==> config.mk <==
export PLATFORM = sky130hd
export DESIGN_NAME = axi4lite_arb2
export DESIGN_NICKNAME = d
export VERILOG_FILES = /design/src/rtl/axi4lite_arb2.sv
export SDC_FILE = /design/constraint.sdc
export NUM_CORES = 1
export LEC_CHECK = 0
export ABC_AREA = 0
export CAP_MARGIN = 20
export CORE_AREA = 10 10 173 175
export DETAILED_ROUTE_END_ITERATION = 10
export DIE_AREA = 0 0 183 185
export HOLD_SLACK_MARGIN = 0.03
export PLACE_DENSITY = 0.52
export SLEW_MARGIN = 15
export SYNTH_ARGS = -nofsm -noshare
export SYNTH_HDL_FRONTEND = slang
export SYNTH_SLANG_ARGS = --single-unit
==> constraint.sdc <==
create_clock -name aclk -period 3.85 [get_ports aclk]
set_input_delay 0.77 -clock aclk [delete_from_list [all_inputs] [get_ports aclk]]
set_output_delay 0.77 -clock aclk [all_outputs]
set_load 0.02 [all_outputs]
==> src/rtl/axi4lite_arb2.sv <==
// Two-to-one AXI4-Lite arbiter: one outstanding transaction in total, round-robin
// between masters, channels forwarded combinationally from the registered grant.
module axi4lite_arb2 #(
    parameter int A_WIDTH = 32,
    parameter int D_WIDTH = 32
) (
    input  logic                   aclk,
    input  logic                   areset,
    // requester 0
    input  logic [A_WIDTH-1:0]     s0_awaddr_i,
    input  logic [2:0]             s0_awprot_i,
    input  logic                   s0_awvalid_i,
    output logic                   s0_awready_o,
    input  logic [D_WIDTH-1:0]     s0_wdata_i,
    input  logic [D_WIDTH/8-1:0]   s0_wstrb_i,
    input  logic                   s0_wvalid_i,
    output logic                   s0_wready_o,
    output logic [1:0]             s0_bresp_o,
    output logic                   s0_bvalid_o,
    input  logic                   s0_bready_i,
    input  logic [A_WIDTH-1:0]     s0_araddr_i,
    input  logic [2:0]             s0_arprot_i,
    input  logic                   s0_arvalid_i,
    output logic                   s0_arready_o,
    output logic [D_WIDTH-1:0]     s0_rdata_o,
    output logic [1:0]             s0_rresp_o,
    output logic                   s0_rvalid_o,
    input  logic                   s0_rready_i,
    // requester 1
    input  logic [A_WIDTH-1:0]     s1_awaddr_i,
    input  logic [2:0]             s1_awprot_i,
    input  logic                   s1_awvalid_i,
    output logic                   s1_awready_o,
    input  logic [D_WIDTH-1:0]     s1_wdata_i,
    input  logic [D_WIDTH/8-1:0]   s1_wstrb_i,
    input  logic                   s1_wvalid_i,
    output logic                   s1_wready_o,
    output logic [1:0]             s1_bresp_o,
    output logic                   s1_bvalid_o,
    input  logic                   s1_bready_i,
    input  logic [A_WIDTH-1:0]     s1_araddr_i,
    input  logic [2:0]             s1_arprot_i,
    input  logic                   s1_arvalid_i,
    output logic                   s1_arready_o,
    output logic [D_WIDTH-1:0]     s1_rdata_o,
    output logic [1:0]             s1_rresp_o,
    output logic                   s1_rvalid_o,
    input  logic                   s1_rready_i,
    // shared downstream slave
    output logic [A_WIDTH-1:0]     m_awaddr_o,
    output logic [2:0]             m_awprot_o,
    output logic                   m_awvalid_o,
    input  logic                   m_awready_i,
    output logic [D_WIDTH-1:0]     m_wdata_o,
    output logic [D_WIDTH/8-1:0]   m_wstrb_o,
    output logic                   m_wvalid_o,
    input  logic                   m_wready_i,
    input  logic [1:0]             m_bresp_i,
    input  logic                   m_bvalid_i,
    output logic                   m_bready_o,
    output logic [A_WIDTH-1:0]     m_araddr_o,
    output logic [2:0]             m_arprot_o,
    output logic                   m_arvalid_o,
    input  logic                   m_arready_i,
    input  logic [D_WIDTH-1:0]     m_rdata_i,
    input  logic [1:0]             m_rresp_i,
    input  logic                   m_rvalid_i,
    output logic                   m_rready_o,
    // debug view of the arbiter state
    output logic [2:0]             state_o,
    output logic                   grant_o,
    output logic                   last_o
);

    typedef enum logic [2:0] {
        IDLE    = 3'd0,
        WR_ADDR = 3'd1,
        WR_RESP = 3'd2,
        RD_ADDR = 3'd3,
        RD_DATA = 3'd4
    } state_t;

    state_t state_q;
    logic   grant_q, last_q, aw_done_q, w_done_q;
    logic   grant_d, win_wr;

    logic wreq0, wreq1, req0, req1;
    logic st_wa, st_wr, st_ra, st_rd;
    logic g_awvalid, g_wvalid, g_bready, g_arvalid, g_rready;
    logic aw_rdy, w_rdy, ar_rdy, b_vld, r_vld;
    logic aw_hs, w_hs, b_hs, ar_hs, r_hs;

    assign wreq0 = s0_awvalid_i | s0_wvalid_i;
    assign wreq1 = s1_awvalid_i | s1_wvalid_i;
    assign req0  = wreq0 | s0_arvalid_i;
    assign req1  = wreq1 | s1_arvalid_i;

    assign st_wa = (state_q == WR_ADDR);
    assign st_wr = (state_q == WR_RESP);
    assign st_ra = (state_q == RD_ADDR);
    assign st_rd = (state_q == RD_DATA);

    // Payload always follows the registered grant; only valids/readies are gated.
    assign m_awaddr_o = grant_q ? s1_awaddr_i : s0_awaddr_i;
    assign m_awprot_o = grant_q ? s1_awprot_i : s0_awprot_i;
    assign m_wdata_o  = grant_q ? s1_wdata_i  : s0_wdata_i;
    assign m_wstrb_o  = grant_q ? s1_wstrb_i  : s0_wstrb_i;
    assign m_araddr_o = grant_q ? s1_araddr_i : s0_araddr_i;
    assign m_arprot_o = grant_q ? s1_arprot_i : s0_arprot_i;

    assign g_awvalid = grant_q ? s1_awvalid_i : s0_awvalid_i;
    assign g_wvalid  = grant_q ? s1_wvalid_i  : s0_wvalid_i;
    assign g_bready  = grant_q ? s1_bready_i  : s0_bready_i;
    assign g_arvalid = grant_q ? s1_arvalid_i : s0_arvalid_i;
    assign g_rready  = grant_q ? s1_rready_i  : s0_rready_i;

    // A transfer happens on a channel in the cycle where valid and ready are both
    // high at the rising edge; valid never waits on ready, ready may wait on valid.
    assign m_awvalid_o = st_wa & g_awvalid & ~aw_done_q;
    assign aw_rdy      = st_wa & m_awready_i & ~aw_done_q;
    assign m_wvalid_o  = st_wa & g_wvalid & ~w_done_q;
    assign w_rdy       = st_wa & m_wready_i & ~w_done_q;
    assign m_bready_o  = st_wr & g_bready;
    assign b_vld       = st_wr & m_bvalid_i;
    assign m_arvalid_o = st_ra & g_arvalid;
    assign ar_rdy      = st_ra & m_arready_i;
    assign m_rready_o  = st_rd & g_rready;
    assign r_vld       = st_rd & m_rvalid_i;

    assign s0_awready_o = aw_rdy & ~grant_q;
    assign s1_awready_o = aw_rdy &  grant_q;
    assign s0_wready_o  = w_rdy  & ~grant_q;
    assign s1_wready_o  = w_rdy  &  grant_q;
    assign s0_bvalid_o  = b_vld  & ~grant_q;
    assign s1_bvalid_o  = b_vld  &  grant_q;
    assign s0_arready_o = ar_rdy & ~grant_q;
    assign s1_arready_o = ar_rdy &  grant_q;
    assign s0_rvalid_o  = r_vld  & ~grant_q;
    assign s1_rvalid_o  = r_vld  &  grant_q;

    assign s0_bresp_o = m_bresp_i;
    assign s1_bresp_o = m_bresp_i;
    assign s0_rdata_o = m_rdata_i;
    assign s1_rdata_o = m_rdata_i;
    assign s0_rresp_o = m_rresp_i;
    assign s1_rresp_o = m_rresp_i;

    assign aw_hs = m_awvalid_o & m_awready_i;
    assign w_hs  = m_wvalid_o  & m_wready_i;
    assign b_hs  = m_bvalid_i  & m_bready_o;
    assign ar_hs = m_arvalid_o & m_arready_i;
    assign r_hs  = m_rvalid_i  & m_rready_o;

    // On a tie the master that was not granted last time wins.
    always_comb begin
        grant_d = 1'b0;
        if (req0 & req1) begin
            grant_d = ~last_q;
        end else begin
            grant_d = req1;
        end
        win_wr = grant_d ? wreq1 : wreq0;
    end

    always_ff @(posedge aclk) begin
        if (areset) begin
            state_q   <= IDLE;
            grant_q   <= 1'b0;
            last_q    <= 1'b1;
            aw_done_q <= 1'b0;
            w_done_q  <= 1'b0;
        end else begin
            case (state_q)
                IDLE: begin
                    if (req0 | req1) begin
                        grant_q <= grant_d;
                        last_q  <= grant_d;
                        state_q <= win_wr ? WR_ADDR : RD_ADDR;
                    end
                end
                WR_ADDR: begin
                    if ((aw_done_q | aw_hs) & (w_done_q | w_hs)) begin
                        state_q   <= WR_RESP;
                        aw_done_q <= 1'b0;
                        w_done_q  <= 1'b0;
                    end else begin
                        if (aw_hs) aw_done_q <= 1'b1;
                        if (w_hs)  w_done_q  <= 1'b1;
                    end
                end
                WR_RESP: if (b_hs)  state_q <= IDLE;
                RD_ADDR: if (ar_hs) state_q <= RD_DATA;
                RD_DATA: if (r_hs)  state_q <= IDLE;
                default: state_q <= IDLE;
            endcase
        end
    end

    assign state_o = state_q;
    assign grant_o = grant_q;
    assign last_o  = last_q;

endmodule

After elaboration in Yosys (flattened, before gate mapping). Cells that the tools add are included.

Reduce and logical (&&, ||, !) cells: 7. Mux-type cells: 24. Bitwise gates (word level): 42. Equal/unequal tests: 9.

Operator list (number): $mux 32 (3); $and 1x1->1 (31); $mux 3 (7); $pmux 3 s5 (1); $mux 1 (11); $ne 2x1->1 const B (4); $or 1x1->1 (7); $eq 3x2->1 const B (2); $reduce_and 2->1 (3); $reduce_and 5->1 (1); $mux 4 (1); $not 1->1 (4); $reduce_bool 2->1 (2); $eq 3x1->1 const B (1); $eq 3x3->1 const B (1); $logic_not 3->1 (1); $mux 2 (1); $ne 2x2->1 const B (1).

Output and inout port bits: 198. Input bits: 265. Bits in registers: 7. Word-level logic and storage cells: 87.

Depth between registers and ports, before layout. Gate-level depths: netlist (run 1).

Depth in word-level cells: 8. Gate-level depth with buffers: 5. Mapped depth without buffers: 4.

Worst setup path before layout (run 1). No wires, ideal clock.

Path kind: flip-flop to output port. From: register grant_q, in the netlist grant_o. To: output port s1_rvalid_o. Path buffers: 3. Slack: 1.362 ns. Data arrival time: 1.718 ns. Cell stages (with the launch flop): 6. Required time: 3.080 ns. Path through: dfxtp_1 -> buf_6 -> clkbuf_1 -> buf_2 -> inv_1 -> nor3_1.

Cells in the longest elaborated chain, start to end: 1.

RTL lines: start: declaration (RTL line 84) `logic grant_q, last_q, aw_done_q, w_done_q;`; start signal: assignment (RTL line 176) `grant_q <= grant_d;`; $and 1x1->1 (RTL line 139) `assign s1_rvalid_o = r_vld & grant_q;`; end: declaration (RTL line 47) `output logic s1_rvalid_o,`.

Every way passes these cells.

Worst setup path in the final report (run 1).
From: input port m_wready_i. To: output port s1_wready_o.

Cells in the longest elaborated chain, start to end: 3.

RTL lines: start: declaration (RTL line 57) `input logic m_wready_i,`; $and 1x1->1 (2 in a row) (RTL line 122) `assign w_rdy = st_wa & m_wready_i & ~w_done_q;`; $and 1x1->1 (RTL line 133) `assign s1_wready_o = w_rdy & grant_q;`; end: declaration (RTL line 37) `output logic s1_wready_o,`.

Every way passes these cells.

==> summary.txt, run 1 <==
Logic synthesis
  – Cell taking the most area after synthesis: mux2_2
  – Synth top area share: 51.2%
  – Sequential fraction of the synthesis area: 5.90%
  – Post-Syn Area per Cell: 8.86 µm²
  – Number of flops mapped to enable cells by yosys: 0
  – Cell Area, Synth: 2370 µm²
  – Asr flop ratio synth: 0%
  – Synth area leaders: mux2_2 (51%), buf_4 (23%), dfxtp_1 (5.9%)
  – Mapped Cells: 268
  – Seq cells post-synth: 7
  – Unique masters post-synth: 33
  – Ys flop type: dfxtp_1
  – YS warnings: 0
  – Syn_nets: 533

Die
  – Chip height: 185 µm
  – Die X: 183 µm
  – Core area: 26600 µm²
  – Initial core utilization: 8.94%
  – Row count: 60
  – Full die area: 33900 µm²
  – I/O pin cnt: 463

Critical path
  – Startpoint types: input port
  – Type of the worst setup path: in2out
  – Worst setup EP type: primary output
  – Worst r2r dst: state_o[1]$_SDFFE_PP0P_
  – Critical Path RT: 3.08 ns
  – Worst stage delay on the critical path: 0.62 ns
  – FF-to-FF path depth: 4
  – Worst reg2reg path startpoint: grant_o$_SDFFE_PP0P_
  – CP dominant cell by count: clkdlybuf4s50_1
  – R2R Setup Slk: 2.03 ns
  – Cell Chain, Critical Path: clkdlybuf4s50_1 -> inv_1 -> or3_1 -> nor2_1 -> clkdlybuf4s50_1
  – Critical-path maximum fanout: 3
  – Slowest-stage cell, CP: clkdlybuf4s50_1
  – WP data arrival: 2.46 ns

Global route
  – GRT Util Overall: 8.38%
  – Overflow after GRT: 0
  – Global-route wire length before repair: 22000 µm
  – Initial antenna violation count: 1
  – Vias in the first global route: 3281
  – Largest net degree at the start of global routing: 54

Detailed routing
  – Routed wire per std cell: 18.1 µm
  – DR WL met2: 8290 µm
  – Initial DRT Pass Iterations: 4
  – Initial DRC Count: 55
  – Met1 WL: 5600 µm
  – Remaining DRCs: 0
  – Final WL: 16000 µm
  – Met3 WL: 1680 µm
  – Avg Vias per Cell: 3.32
  – DR vias: 2935
  – Post-route ant nets: 0
  – DR top layer: met4

CTS
  – Clk pin slew, worst setup/hold paths: 0.04 ns
  – Hold Buf Count CTS: 0
  – Clock tree buffer depth: 2
  – Htree depth: 1
  – Post-CTS setup repair buffer count: 0
  – Clk sinks: 7
  – CTS Root Cell: clkbuf_16
  – CTS tree: yes
  – Later-pin clock latency in the skew report: 0.23 ns
  – CTS buffer count: 3
  – Post-CTS sizing: 0

Timing
  – Setup TNS: 0 ns
  – Final Max Tran Viols: 0
  – Final hold viol count: 0
  – Final Critical Period: 3.23 ns
  – Tightest Pin Transition: 0.401 ns
  – Max-slew headroom: 73.0%
  – Final Setup Violations: 0
  – Clk_skew: 0.000135 ns
  – Fin crit share: 83.9%
  – Setup WS post-layout: 0.620 ns
  – FMAX: 310 MHz
  – RSZ-0062 raised after global routing: no

Pwr
  – Final total power: 1.60 mW
  – Pwr dens: 273 nW/µm²
  – Peak VDD IR: 0.159 mV
  – P_leak: 2.05 nW

Placed design
  – HPWL Detailed: 14400 µm
  – Count of input and output buffers: 354
  – Place WS: 0.579 ns
  – Gpl congestion: 0.755

Worst hold path
  – Hold_sp: last_o$_SDFFE_PP1P_
  – Tightest Hold Check Type: reg2reg
  – Worst Hold Depth: 2
  – Hold EP: last_o$_SDFFE_PP1P_

Cells and area
  – Post-layout util: 22.1%
  – Fin nets: 809
  – Area occupied by multi-input gates: 1610 µm²
  – Reg area: 144 µm²
  – Growth of design area from synthesis to finish: 147%
  – Most frequent cells in the layout: clkdlybuf4s50_1 (354), mux2_2 (108), nor2_1 (15), dfxtp_1 (6)
  – Commonest non-fill, non-tap cell in the layout: clkdlybuf4s50_1
  – Fraction of layout cells with a size suffix above 1: 22.3%
  – Fill count: 2942

Status
  – Outcome: finished, final reports clean

Run
  – Max Cap Viol: 0
==> metrics by stage <==
step	hold slack (ns)	area [µm²]	instances
after floorplan	0.491	2370	268
after detailed placement	0.493	5780	880
after CTS	0.503	5860	884
final	0.512	5860	885
after global routing	0.550	5860	884
after global placement	0.491	5780	880
==> synthesized netlist by cell type (2+ instances only) <==
cell type	count
and2_1	2
dfxtp_1	7
mux2i_1	3
nand2_1	5
buf_4	72
clkbuf_1	5
mux2_2	108
a31oi_1	4
nor3b_1	2
a21oi_1	2
inv_1	5
a211oi_1	2
buf_2	7
nor3_1	5
or3b_2	3
or3_1	4
nor2_1	15
o21ba_2	2
==> flip-flops by register name, summed over array words and instances, names as in the netlist <==
signal / cells
w_done_q: 1
aw_done_q: 1
state_o: 3
grant_o: 1
last_o: 1
==> final cells by class <==
cell class / instances / area share, %
Sequential cell: 7 / 2.45
Multi-Input combinational cell: 171 / 27.5
Tap cell: 341 / 7.28
Timing Repair Buffer: 356 / 61.1
Clock buffer: 4 / 1.34
Inverter: 5 / 0.320
Antenna cell: 1 / 0.0427
==> how the worst max path moves through the flow <==
stage          slack [ns]  cells after the start            startpoint     endpoint
3_3_place_gp         0.61                      5            m_wready_i  s0_wready_o
6_report             0.62                      5            m_wready_i  s1_wready_o
2_1_floorplan        1.36                      5  grant_o$_SDFFE_PP0P_  s1_rvalid_o
3_5_place_dp         0.58                      5            m_wready_i  s1_wready_o
5_1_grt              0.52                      5            m_wready_i  s0_wready_o
4_1_cts              0.58                      5            m_wready_i  s1_wready_o
==> routing by layer <==
metal	global-route usage, %	up-vias
met5	0	-
met4	2.59	0
met3	3.43	38
met2	15.3	178
met1	8.51	1291
li1	-	1428
==> logic make-up (layout without fill, tap and decap cells) <==
family	Yosys count	count (layout)	share of synthesized area (%)
AO/OA/AOI/OAI	19	19	6.32
AND/OR/NAND/NOR	41	41	9.01
other	0	1	0
flip-flops	7	7	5.90
multiplexers	111	111	52.5
buffers and inverters	90	365	26.3
==> worst max-delay path, delay by kind of cell <==
kind          cells  cell delay, ns
buf+inv           3            1.14
simple gates      2            0.55
==> power breakdown <==
group	internal (mW)	total [mW]	leakage, nW	switching (mW)
Clock	0.138	0.178	0.0382	0.0401
Combinational	0.746	1.30	1.96	0.552
Sequential	0.0872	0.125	0.0582	0.0376
No activity file was read; power rests on OpenSTA's default activity.
==> run 2, diff against run 1 <==
Settings changed: CORE_AREA 10 10 173 175 to 10 10 172 174, DIE_AREA 0 0 183 185 to 0 0 182 184.
Clock period 3.85 ns to 3.24 ns, I/O delays scaled along.
==> summary.txt, run 2 (same netlist as run 1, synthesis figures left out) <==
Detailed routing
  – Post-route ant nets: 0 (unchanged)
  – Routed wire per std cell: 19.3 µm (+6.8%)
  – DR top layer: met5
  – Avg Vias per Cell: 3.40 (+2.4%)
  – Met1 WL: 6280 µm (+12%)
  – DR vias: 2988 (+1.8%)
  – DR WL met2: 8570 µm (+3.4%)
  – Final WL: 17000 µm (+6.2%)
  – Met3 WL: 1760 µm (+5.0%)
  – Initial DRT Pass Iterations: 4 (unchanged)
  – Initial DRC Count: 45 (-18%)
  – Remaining DRCs: 0 (unchanged)

Worst hold path
  – Worst Hold Depth: 2 (unchanged)
  – Tightest Hold Check Type: reg2reg
  – Hold_sp: last_o$_SDFFE_PP1P_
  – Hold EP: last_o$_SDFFE_PP1P_

CTS
  – CTS tree: yes
  – Post-CTS setup repair buffer count: 0 (unchanged)
  – CTS buffer count: 3 (unchanged)
  – Hold Buf Count CTS: 0 (unchanged)
  – Later-pin clock latency in the skew report: 0.23 ns (about the same)
  – Htree depth: 1 (unchanged)
  – Clk sinks: 7 (unchanged)
  – Clk pin slew, worst setup/hold paths: 0.04 ns (about the same)
  – Post-CTS sizing: 0 (unchanged)
  – CTS Root Cell: clkbuf_16
  – Clock tree buffer depth: 2 (unchanged)

Global route
  – Initial antenna violation count: 3 (+2)
  – Global-route wire length before repair: 23200 µm (+5.6%)
  – GRT Util Overall: 9.06% (+0.68 points)
  – Overflow after GRT: 0 (unchanged)
  – Vias in the first global route: 3236 (-1.4%)
  – Largest net degree at the start of global routing: 60 (+11%)

Placed design
  – HPWL Detailed: 15200 µm (+5.8%)
  – Place WS: 0.311 ns (-0.268 ns)
  – Count of input and output buffers: 354 (unchanged)
  – Gpl congestion: 0.790 (+4.6%)

Critical path
  – Worst stage delay on the critical path: 0.63 ns (about the same)
  – Cell Chain, Critical Path: or3b_2 -> or3_1 -> nor2_1 -> clkdlybuf4s50_1
  – Type of the worst setup path: reg2out
  – WP data arrival: 2.31 ns (-0.15 ns)
  – R2R Setup Slk: 1.56 ns (-0.47 ns)
  – Crit path depth: 4 (-1)
  – Critical-path maximum fanout: 8 (+5)
  – Critical Path RT: 2.59 ns (-0.49 ns)
  – Worst reg2reg path startpoint: state_o[0]$_SDFFE_PP0P_
  – FF-to-FF path depth: 4 (unchanged)
  – Startpoint types: flip-flop
  – WP buf/inv: 1 (-2)
  – Worst r2r dst: state_o[1]$_SDFFE_PP0P_
  – CP top delay family: simple AND/OR/NAND/NOR gates
  – Worst setup EP type: primary output
  – Slowest-stage cell, CP: clkdlybuf4s50_1

Timing
  – Fin crit share: 91.2%
  – Final Max Tran Viols: 0 (unchanged)
  – Tightest Pin Transition: 0.377 ns (-0.0240 ns)
  – Final Setup Violations: 0 (unchanged)
  – RSZ-0062 raised after global routing: no
  – Max-slew headroom: 74.7% (+1.7 points)
  – Hold slack: 0.502 ns (-0.00970 ns)
  – Setup TNS: 0 ns (unchanged)
  – Clk_skew: 0.00113 ns (+0.000998 ns)
  – Final hold viol count: 0 (unchanged)
  – Setup WS post-layout: 0.287 ns (-0.333 ns)
  – FMAX: 339 MHz
  – Final Critical Period: 2.95 ns

Cells and area
  – Most frequent cells in the layout: clkdlybuf4s50_1 (353), mux2_2 (108), nor2_1 (15), dfxtp_1 (6)
  – Fraction of layout cells with a size suffix above 1: 22.6% (+0.33 points)
  – Max FFs per register: 3 (unchanged)
  – Growth of design area from synthesis to finish: 147%
  – Commonest non-fill, non-tap cell in the layout: clkdlybuf4s50_1
  – Fill count: 2837 (-3.6%)
  – Fin nets: 810 (+0.12%)

Die
  – I/O pin cnt: 463 (unchanged)
  – Full die area: 33500 µm² (-1.1%)
  – Chip height: 184 µm (-0.54%)
  – Die X: 182 µm (-0.55%)
  – Initial core utilization: 9.17% (+0.23 points)
  – Core area: 25900 µm² (-2.5%)
  – Row count: 59 (-1.7%)

Run
  – Max Cap Viol: 0 (unchanged)

Status
  – Outcome: finished, final reports clean

Pwr
  – Pwr dens: 326 nW/µm² (+20%)
  – Peak VDD IR: 0.206 mV (+30%)
  – P_leak: 2.06 nW (+0.47%)
  – Final total power: 1.92 mW (+20%)
[run 2: cell count changes in the layout (fill, tap and decap cells not counted)]
cell             change
buf_4                +1
buf_12               +1
clkdlybuf4s50_1      -1
[run 2: layout make-up]
class | count | area (µm²) | share of cell area [%]
Antenna cell | 1 | 2.50 | 0.0426
Clock buffer | 4 | 78.8 | 1.34
Inverter | 5 | 18.8 | 0.319
Multi-Input combinational cell | 171 | 1610 | 27.4
Sequential cell | 7 | 144 | 2.45
Tap cell | 335 | 419 | 7.14
Timing Repair Buffer | 357 | 3600 | 61.3
[run 2: worst min-delay path, stage by stage, from the launching register on]
cell and delay [ns]:
dfxtp_1 0.33, nand2_1 0.07, nand2_1 0.05
[run 2: report_power, final]
| group | internal (mW) | total [mW] | switching [mW] | leakage [nW] |
|---|---|---|---|---|
| Combinational | 0.890 | 1.57 | 0.675 | 1.97 |
| Sequential | 0.104 | 0.137 | 0.0333 | 0.0582 |
| Clock | 0.164 | 0.215 | 0.0506 | 0.0382 |
[run 2: through the flow]
step | utilization, % | cell area (µm²) | std cells
after floorplan | - | 2370 | 268
after global placement | 22.4 | 5790 | 875
after detailed placement | 22.4 | 5790 | 875
after CTS | 22.7 | 5870 | 879
after global routing | 22.7 | 5870 | 879
final | 22.7 | 5870 | 880
[run 2: worst max path at each step]
stage,start,end,slack [ns]
after floorplan,grant_o$_SDFFE_PP0P_,s1_rvalid_o,0.87
after global placement,m_wready_i,s0_wready_o,0.33
after detailed placement,m_wready_i,s0_wready_o,0.31
after CTS,state_o[0]$_SDFFE_PP0P_,s0_wready_o,0.25
after global routing,state_o[0]$_SDFFE_PP0P_,s0_wready_o,0.14
final,state_o[0]$_SDFFE_PP0P_,s0_wready_o,0.29
[run 2: routing by layer]
layer	vias up	global-route usage [%]
met5	-	0
met4	4	2.21
met3	38	3.86
met2	179	16.2
met1	1333	9.65
li1	1434	-
